### config.mk
export PLATFORM = sky130hd
export DESIGN_NAME = window_feed_ctrl_flat
export DESIGN_NICKNAME = d
export VERILOG_FILES = /design/src/rtl/window_feed_ctrl_pkg.sv /design/src/rtl/window_feed_ctrl_if.sv /design/src/rtl/window_stride_gate.sv /design/src/rtl/window_feed_ctrl.sv /design/src/flat_wrapper.sv
export SDC_FILE = /design/constraint.sdc
export NUM_CORES = 1
export LEC_CHECK = 0
export ABC_AREA = 1
export BUFFER_PORTS_ARGS = -buffer_cell sky130_fd_sc_hd__buf_4
export CORE_UTILIZATION = 30
export CTS_CLUSTER_DIAMETER = 30
export DETAILED_ROUTE_END_ITERATION = 12
export SYNTH_ARGS = -nofsm -noshare
export SYNTH_HDL_FRONTEND = slang
export SYNTH_SLANG_ARGS = --single-unit
### constraint.sdc
create_clock -name clk -period 2.7 [get_ports clk]
set_input_delay 0.27 -clock clk [delete_from_list [all_inputs] [get_ports clk]]
set_output_delay 0.27 -clock clk [all_outputs]
set_load 0.1 [all_outputs]
### src/rtl/window_feed_ctrl_pkg.sv
// Shared types for the sliding-window feed sequencer: pixel type, FSM states
// and the stride limit that sizes the phase counters.
package sys_types;

  typedef logic signed [7:0] int8_t;

  typedef enum logic [1:0] {
    ST_IDLE,
    ST_FETCH,
    ST_FLUSH,
    ST_DONE
  } winfeed_state_t;

  localparam int WINFEED_MAX_STRIDE = 3;
  localparam int WINFEED_PH_W       = $clog2(WINFEED_MAX_STRIDE + 1);

  typedef logic [WINFEED_PH_W-1:0] stride_t;

  // A stride of 0 behaves as 1.
  function automatic stride_t eff_stride(input logic [1:0] s);
    return (s == 2'd0) ? stride_t'(1) : stride_t'(s);
  endfunction

endpackage

### src/rtl/window_feed_ctrl_if.sv
// SRAM read port plus the pixel/window handshake between the feed sequencer
// and the window generator / systolic input stage.
interface window_feed_ctrl_if #(
  parameter int ADDR_W = 16
);
  import sys_types::*;

  logic              mem_en;
  logic [ADDR_W-1:0] mem_addr;
  int8_t             mem_rdata;
  logic              pix_valid;
  int8_t             pix_data;
  logic              win_valid;
  logic              win_ready;
  logic              win_take;
  logic              win_clr;

  modport master (
    output mem_en, mem_addr, pix_valid, pix_data, win_take, win_clr,
    input  mem_rdata, win_valid, win_ready
  );

  modport slave (
    input  mem_en, mem_addr, pix_valid, pix_data, win_take, win_clr,
    output mem_rdata, win_valid, win_ready
  );

endinterface

### src/rtl/window_stride_gate.sv
// Qualifies generator windows by output stride: detects fires, tracks the
// window position (wc, wr) and the column/row phase counters.
module window_stride_gate
  import sys_types::*;
#(
  parameter int IMG_W = 96,
  parameter int IMG_H = 96
) (
  input  logic    clk,
  input  logic    reset,
  input  logic    clr,
  input  logic    push,
  input  logic    win_valid,
  input  stride_t stride,
  output logic    win_take
);

  localparam int WC_W = $clog2(IMG_W);
  localparam int WR_W = $clog2(IMG_H);
  localparam logic [WC_W-1:0] WC_LAST = WC_W'(IMG_W - 4);
  localparam logic [WR_W-1:0] WR_LAST = WR_W'(IMG_H - 4);

  logic            push_reg;
  logic [WC_W-1:0] wc_reg;
  logic [WR_W-1:0] wr_reg;
  stride_t         cph_reg;
  stride_t         rph_reg;
  stride_t         ph_last;
  logic            fire;

  assign ph_last  = stride - stride_t'(1);
  assign fire     = push_reg && win_valid;
  assign win_take = fire && (cph_reg == '0) && (rph_reg == '0);

  always_ff @(posedge clk) begin
    if (reset || clr) begin
      push_reg <= 1'b0;
      wc_reg   <= '0;
      wr_reg   <= '0;
      cph_reg  <= '0;
      rph_reg  <= '0;
    end else begin
      push_reg <= push;
      if (fire) begin
        // Column phase restarts on every row so each row selects the same columns.
        if (wc_reg == WC_LAST) begin
          wc_reg  <= '0;
          cph_reg <= '0;
          rph_reg <= (rph_reg == ph_last) ? '0 : rph_reg + 1'b1;
          wr_reg  <= (wr_reg == WR_LAST) ? '0 : wr_reg + 1'b1;
        end else begin
          wc_reg  <= wc_reg + 1'b1;
          cph_reg <= (cph_reg == ph_last) ? '0 : cph_reg + 1'b1;
        end
      end
    end
  end

endmodule

### src/rtl/window_feed_ctrl.sv
// Frame sequencer feeding the 4x4 window generator from activation SRAM.
// Define WINFEED_PERF_EN to add the stall_cnt / win_cnt performance counters.
module window_feed_ctrl
  import sys_types::*;
#(
  parameter int IMG_W  = 96,
  parameter int IMG_H  = 96,
  parameter int ADDR_W = 16
) (
  input  logic              clk,
  input  logic              reset,
  input  logic              start,
  input  logic [ADDR_W-1:0] base_addr,
  input  logic [1:0]        stride,
  output logic              busy,
  output logic              done,
  window_feed_ctrl_if.master bus
`ifdef WINFEED_PERF_EN
  , output logic [31:0]     stall_cnt
  , output logic [31:0]     win_cnt
`endif
);

  localparam int NPIX  = IMG_W * IMG_H;
  localparam int CNT_W = $clog2(NPIX + 1);
  localparam logic [CNT_W-1:0] PIX_N    = CNT_W'(NPIX);
  localparam logic [CNT_W-1:0] PIX_LAST = CNT_W'(NPIX - 1);

  winfeed_state_t    state_reg, state_next;
  logic [ADDR_W-1:0] base_reg;
  stride_t           stride_reg;
  logic [CNT_W-1:0]  rd_cnt_reg;
  logic [CNT_W-1:0]  push_cnt_reg;
  logic [1:0]        flush_cnt_reg;
  logic              pend_reg;
  logic              hold_full_reg;
  int8_t             hold_reg;

  logic  mem_en;
  logic  pix_valid;
  int8_t pix_data;
  logic  win_take;
  logic  win_clr;
  logic  frame_start;

  assign frame_start = (state_reg == ST_IDLE) && start;

  always_comb begin
    state_next = state_reg;
    mem_en     = 1'b0;
    pix_valid  = 1'b0;
    pix_data   = '0;
    win_clr    = 1'b0;
    done       = 1'b0;
    unique case (state_reg)
      ST_IDLE: begin
        if (start) state_next = ST_FETCH;
      end
      ST_FETCH: begin
        mem_en = bus.win_ready && !hold_full_reg && (rd_cnt_reg != PIX_N);
        if (bus.win_ready && (pend_reg || hold_full_reg)) begin
          pix_valid = 1'b1;
          pix_data  = hold_full_reg ? hold_reg : bus.mem_rdata;
          if (push_cnt_reg == PIX_LAST) state_next = ST_FLUSH;
        end
      end
      ST_FLUSH: begin
        // One idle cycle after the third flush push lets the last window fire before the clear.
        if (flush_cnt_reg == 2'd3) state_next = ST_DONE;
        else                       pix_valid  = bus.win_ready;
      end
      ST_DONE: begin
        win_clr    = 1'b1;
        done       = 1'b1;
        state_next = ST_IDLE;
      end
      default: state_next = ST_IDLE;
    endcase
  end

  always_ff @(posedge clk) begin
    if (reset) begin
      state_reg     <= ST_IDLE;
      base_reg      <= '0;
      stride_reg    <= stride_t'(1);
      rd_cnt_reg    <= '0;
      push_cnt_reg  <= '0;
      flush_cnt_reg <= '0;
      pend_reg      <= 1'b0;
      hold_full_reg <= 1'b0;
      hold_reg      <= '0;
    end else begin
      state_reg <= state_next;
      pend_reg  <= mem_en;
      if (frame_start) begin
        base_reg      <= base_addr;
        stride_reg    <= eff_stride(stride);
        rd_cnt_reg    <= '0;
        push_cnt_reg  <= '0;
        flush_cnt_reg <= '0;
        hold_full_reg <= 1'b0;
      end
      if (mem_en) rd_cnt_reg <= rd_cnt_reg + 1'b1;
      if (pix_valid && state_reg == ST_FETCH) push_cnt_reg <= push_cnt_reg + 1'b1;
      if (pix_valid && state_reg == ST_FLUSH) flush_cnt_reg <= flush_cnt_reg + 1'b1;
      if (state_reg == ST_FETCH) begin
        if (pend_reg && !bus.win_ready) begin
          hold_full_reg <= 1'b1;
          hold_reg      <= bus.mem_rdata;
        end else if (hold_full_reg && bus.win_ready) begin
          hold_full_reg <= 1'b0;
        end
      end
    end
  end

  window_stride_gate #(
    .IMG_W (IMG_W),
    .IMG_H (IMG_H)
  ) u_gate (
    .clk       (clk),
    .reset     (reset),
    .clr       (frame_start),
    .push      (pix_valid),
    .win_valid (bus.win_valid),
    .stride    (stride_reg),
    .win_take  (win_take)
  );

  assign busy          = (state_reg != ST_IDLE);
  assign bus.mem_en    = mem_en;
  assign bus.mem_addr  = mem_en ? base_reg + ADDR_W'(rd_cnt_reg) : '0;
  assign bus.pix_valid = pix_valid;
  assign bus.pix_data  = pix_data;
  assign bus.win_take  = win_take;
  assign bus.win_clr   = win_clr;

`ifdef WINFEED_PERF_EN
  logic [31:0] stall_cnt_reg;
  logic [31:0] win_cnt_reg;

  always_ff @(posedge clk) begin
    if (reset || frame_start) begin
      stall_cnt_reg <= '0;
      win_cnt_reg   <= '0;
    end else begin
      if ((state_reg == ST_FETCH || state_reg == ST_FLUSH) && !bus.win_ready &&
          stall_cnt_reg != '1)
        stall_cnt_reg <= stall_cnt_reg + 1'b1;
      if (win_take && win_cnt_reg != '1)
        win_cnt_reg <= win_cnt_reg + 1'b1;
    end
  end

  assign stall_cnt = stall_cnt_reg;
  assign win_cnt   = win_cnt_reg;
`endif

endmodule

### src/flat_wrapper.sv
// flat-port wrapper written by rule: the top's interface ports become plain ports
module window_feed_ctrl_flat import sys_types::*;
#(
  parameter int IMG_W  = 96,
  parameter int IMG_H  = 96,
  parameter int ADDR_W = 16
)
  (clk, reset, start, base_addr, stride, busy, done, bus_mem_en, bus_mem_addr, bus_pix_valid, bus_pix_data, bus_win_take, bus_win_clr, bus_mem_rdata, bus_win_valid, bus_win_ready);
  window_feed_ctrl_if #(.ADDR_W(ADDR_W)) bus_i ();
  input  logic clk;
  input  logic reset;
  input  logic start;
  input  logic [ADDR_W-1:0] base_addr;
  input  logic [1:0] stride;
  output logic busy;
  output logic done;
  output wire logic [$bits(bus_i.mem_en)-1:0] bus_mem_en;
  output wire logic [$bits(bus_i.mem_addr)-1:0] bus_mem_addr;
  output wire logic [$bits(bus_i.pix_valid)-1:0] bus_pix_valid;
  output wire logic [$bits(bus_i.pix_data)-1:0] bus_pix_data;
  output wire logic [$bits(bus_i.win_take)-1:0] bus_win_take;
  output wire logic [$bits(bus_i.win_clr)-1:0] bus_win_clr;
  input wire logic [$bits(bus_i.mem_rdata)-1:0] bus_mem_rdata;
  input wire logic [$bits(bus_i.win_valid)-1:0] bus_win_valid;
  input wire logic [$bits(bus_i.win_ready)-1:0] bus_win_ready;
  assign bus_mem_en = bus_i.mem_en;
  assign bus_mem_addr = bus_i.mem_addr;
  assign bus_pix_valid = bus_i.pix_valid;
  assign bus_pix_data = bus_i.pix_data;
  assign bus_win_take = bus_i.win_take;
  assign bus_win_clr = bus_i.win_clr;
  assign bus_i.mem_rdata = bus_mem_rdata;
  assign bus_i.win_valid = bus_win_valid;
  assign bus_i.win_ready = bus_win_ready;
  window_feed_ctrl #(.IMG_W(IMG_W), .IMG_H(IMG_H), .ADDR_W(ADDR_W)) u_core (.clk(clk), .reset(reset), .start(start), .base_addr(base_addr), .stride(stride), .busy(busy), .done(done), .bus(bus_i));
endmodule
==> impl_metrics.yaml <==
logic_synthesis:
  synth_area_leaders: "dfxtp_1 (31%), nand2_1 (17%), nor2_1 (9.2%)"
  yosys_most_used_dff: "dfxtp_1"
  synth_top_area_share: 0.311
  synth_most_common_cell: "nand2_1"
  synth_area_per_cell_um2: 6.30
  syn_area_mm2: 0.00464
  synth.net_count: 795
  synth_common_cells: "nand2_1 (205), nor2_1 (114), inv_1 (91)"
  synth-seq-cells: 72
  synth-edff-count: 0
  synth-seq-area-share: 0.311
  yosys_warnings: 0
  ys_types: 39
  synth_top_cell_by_area: "dfxtp_1"
  synth_cells: 736
  postSynth.asyncResetShare: 0
critical_path:
  worstSetupPathType: "reg -> out"
  crit_fanout: 5
  crit_arrival_ps: 2280
  startpoint_type: "flop"
  crit_required_ps: 2430
  critPathCaptureType: "primary output"
floorplanning:
  die_area_mm2: 0.0160
  start_util: 0.306
  die_y_um: 126
  die_w_um: 126
  core_area_mm2: 0.0151
  rows: 45
  io_pins: 61
drt:
  vias: 4587
  dr.pass1.iters: 5
  wl_per_cell_um: 11.8
  ant_nets: 0
  drcViolationCount: 0
  drt_wl_total_um: 11600
  drtIter0Drc: 226
  viasPerCell: 4.65
timing:
  finalSetupViolCount: 0
  finalMaxSlewViolations: 0
  clock.fmax_mhz: 391
  max_slew_margin: 0.591
  rsz0062_at_grt: "no"
  worst_clock_skew_ps: 6.91
  tightest_slew_ps: 612
  period_share: 0.946
  timing.hold.ws_ps: 169
  hold_viol: 0
  post-route-min-period_ps: 2550
global_routing:
  globalRouteTotalUtil: 0.155
  antenna_found_initial: 0
  grt_pass1_vias: 4206
  gr-total-overflow: 0
  grt_pass1_wl_um: 19900
  grt_max_degree: 40
clocking:
  htreeDepth: 3
  clk_pin_slew_ps: 60
  cts_buffers: 9
  cts_buffer_depth: 2
  cts_root_buf: "clkbuf_16"
  cts_sinks: 72
  clk_latency_ps: 340
  cts_setup_buffers: 0
  cts_tree: "yes"
layout:
  n_fill_cell: 1646
  num_antenna_cells: 0
  nNetsFinal: 854
  largest_reg_flops: 16
  syn_to_final_growth_pct: 21.2
  layout-drive-gt1-share: 0.145
power:
  p_per_area_mw_per_mm2: 677
  ir_worst_vdd_mv: 0.250
  fin_total_pwr_mw: 3.80
  power.leakage_nw: 2.61
placement:
  post-dp-hpwl_um: 8570
  numPortBuffers: 60
  gp_congestion: 0.863
flow_run:
  maxCapViolCount: 0
run_status:
  outcome: "finished, final reports clean"
min_path:
  hold_class: "in -> reg"
[metal layers]
layer / share of wire / up-vias / global-route usage / wire, um
met2: 0.46 / 106 / 0.262 / 5390
li1: - / 2453 / - / -
met5: 0 / - / 0 / 0
met1: 0.48 / 2020 / 0.196 / 5590
met4: 0.0094 / 0 / 0.0411 / 109
met3: 0.045 / 8 / 0.0371 / 524
[stage by stage]
step                setup TNS, ps  utilization  setup WS [ps]  instances  instance area, um^2
global route                    0        0.371           6.75        987                 5620
CTS                             0        0.369           48.0        987                 5590
detailed placement              0        0.350            421        972                 5300
global placement                0        0.350            445        972                 5300
floorplan                    -121            -          -60.4        736                 4680
finish                          0        0.371            145        987                 5620
[path summary, 6_finish.rpt]
path | startpoint | to | cells past startpoint | slack, ps
setup / recovery | u_core.rd_cnt_reg[0] | bus_mem_addr[8] | 10 | 150
hold / removal | bus_mem_rdata[7] | u_core.hold_reg[7] | 3 | 170
setup reg to reg | u_core.state_reg[0] | u_core.push_cnt_reg[10] | 9 | 860
hold reg to reg | u_core.flush_cnt_reg[0] | u_core.flush_cnt_reg[0] | 1 | 460
[placed cells by master (no fill, tap or decap), types with 2 or more instances in the layout]
master / netlist / layout
a21oi_1: 55 / 51
a21oi_2: 0 / 4
buf_4: 2 / 61
clkbuf_16: 0 / 9
clkinv_2: 2 / 3
clkinvlp_4: 0 / 2
dfxtp_1: 72 / 71
ha_1: 27 / 26
inv_1: 91 / 91
inv_2: 3 / 3
nand2_1: 205 / 204
nand2_2: 4 / 5
nand2_4: 4 / 4
nand3_1: 45 / 45
nand3b_1: 4 / 4
nand4_1: 8 / 8
nor2_1: 114 / 104
nor2_2: 2 / 12
nor3_1: 8 / 8
nor3b_1: 3 / 3
o21ai_0: 47 / 47
o21bai_1: 2 / 2
or2_2: 2 / 2
xnor2_1: 3 / 3
xor2_1: 7 / 7
[kinds of logic (layout without fill, tap and decap cells)]
kind of cell,after synthesis,count (layout),share of synthesized area
adder cells (fa/ha/maj),28,28,0.0772
AO/OA/AOI/OAI,109,109,0.121
buffers and inverters,113,176,0.0980
flip-flops,72,72,0.311
XOR/XNOR,10,10,0.0189
AND/OR/NAND/NOR,404,404,0.374
[critical path, cell delays in order, from the launching register on]
cell and delay [ps]:
dfxtp_2 360, ha_1 170, inv_1 50, fa_1 350
inv_1 130, nand3_1 90, nand3_1 150, a21oi_1 100
xor2_1 160, nor2_2 90, buf_4 290
[power breakdown]
group	switching, mW	leakage (nW)	internal (mW)
Sequential	0.0656	0.585	1.16
Combinational	1.03	1.89	0.373
Clock	0.461	0.135	0.710
[cell type report]
class                   count  area [um^2]  share of cell area
multi-input cells         551         2790               0.496
clock buffers              10          229              0.0408
inverters                  98          373              0.0664
repair buffers             63          493              0.0878
clock inverters             5         58.8              0.0105
well taps                 188          235              0.0419
flip-flops and latches     72         1440               0.257
[timing repair]
| action | CTS | global route |
|---|---|---|
| hold buffers | 0 | 0 |
| endpoints found under the hold margin | 0 | 0 |
| resized for setup | 0 | 8 |
| endpoints found under the setup margin | 0 | 8 |
No activity file was read; power rests on OpenSTA's default activity.
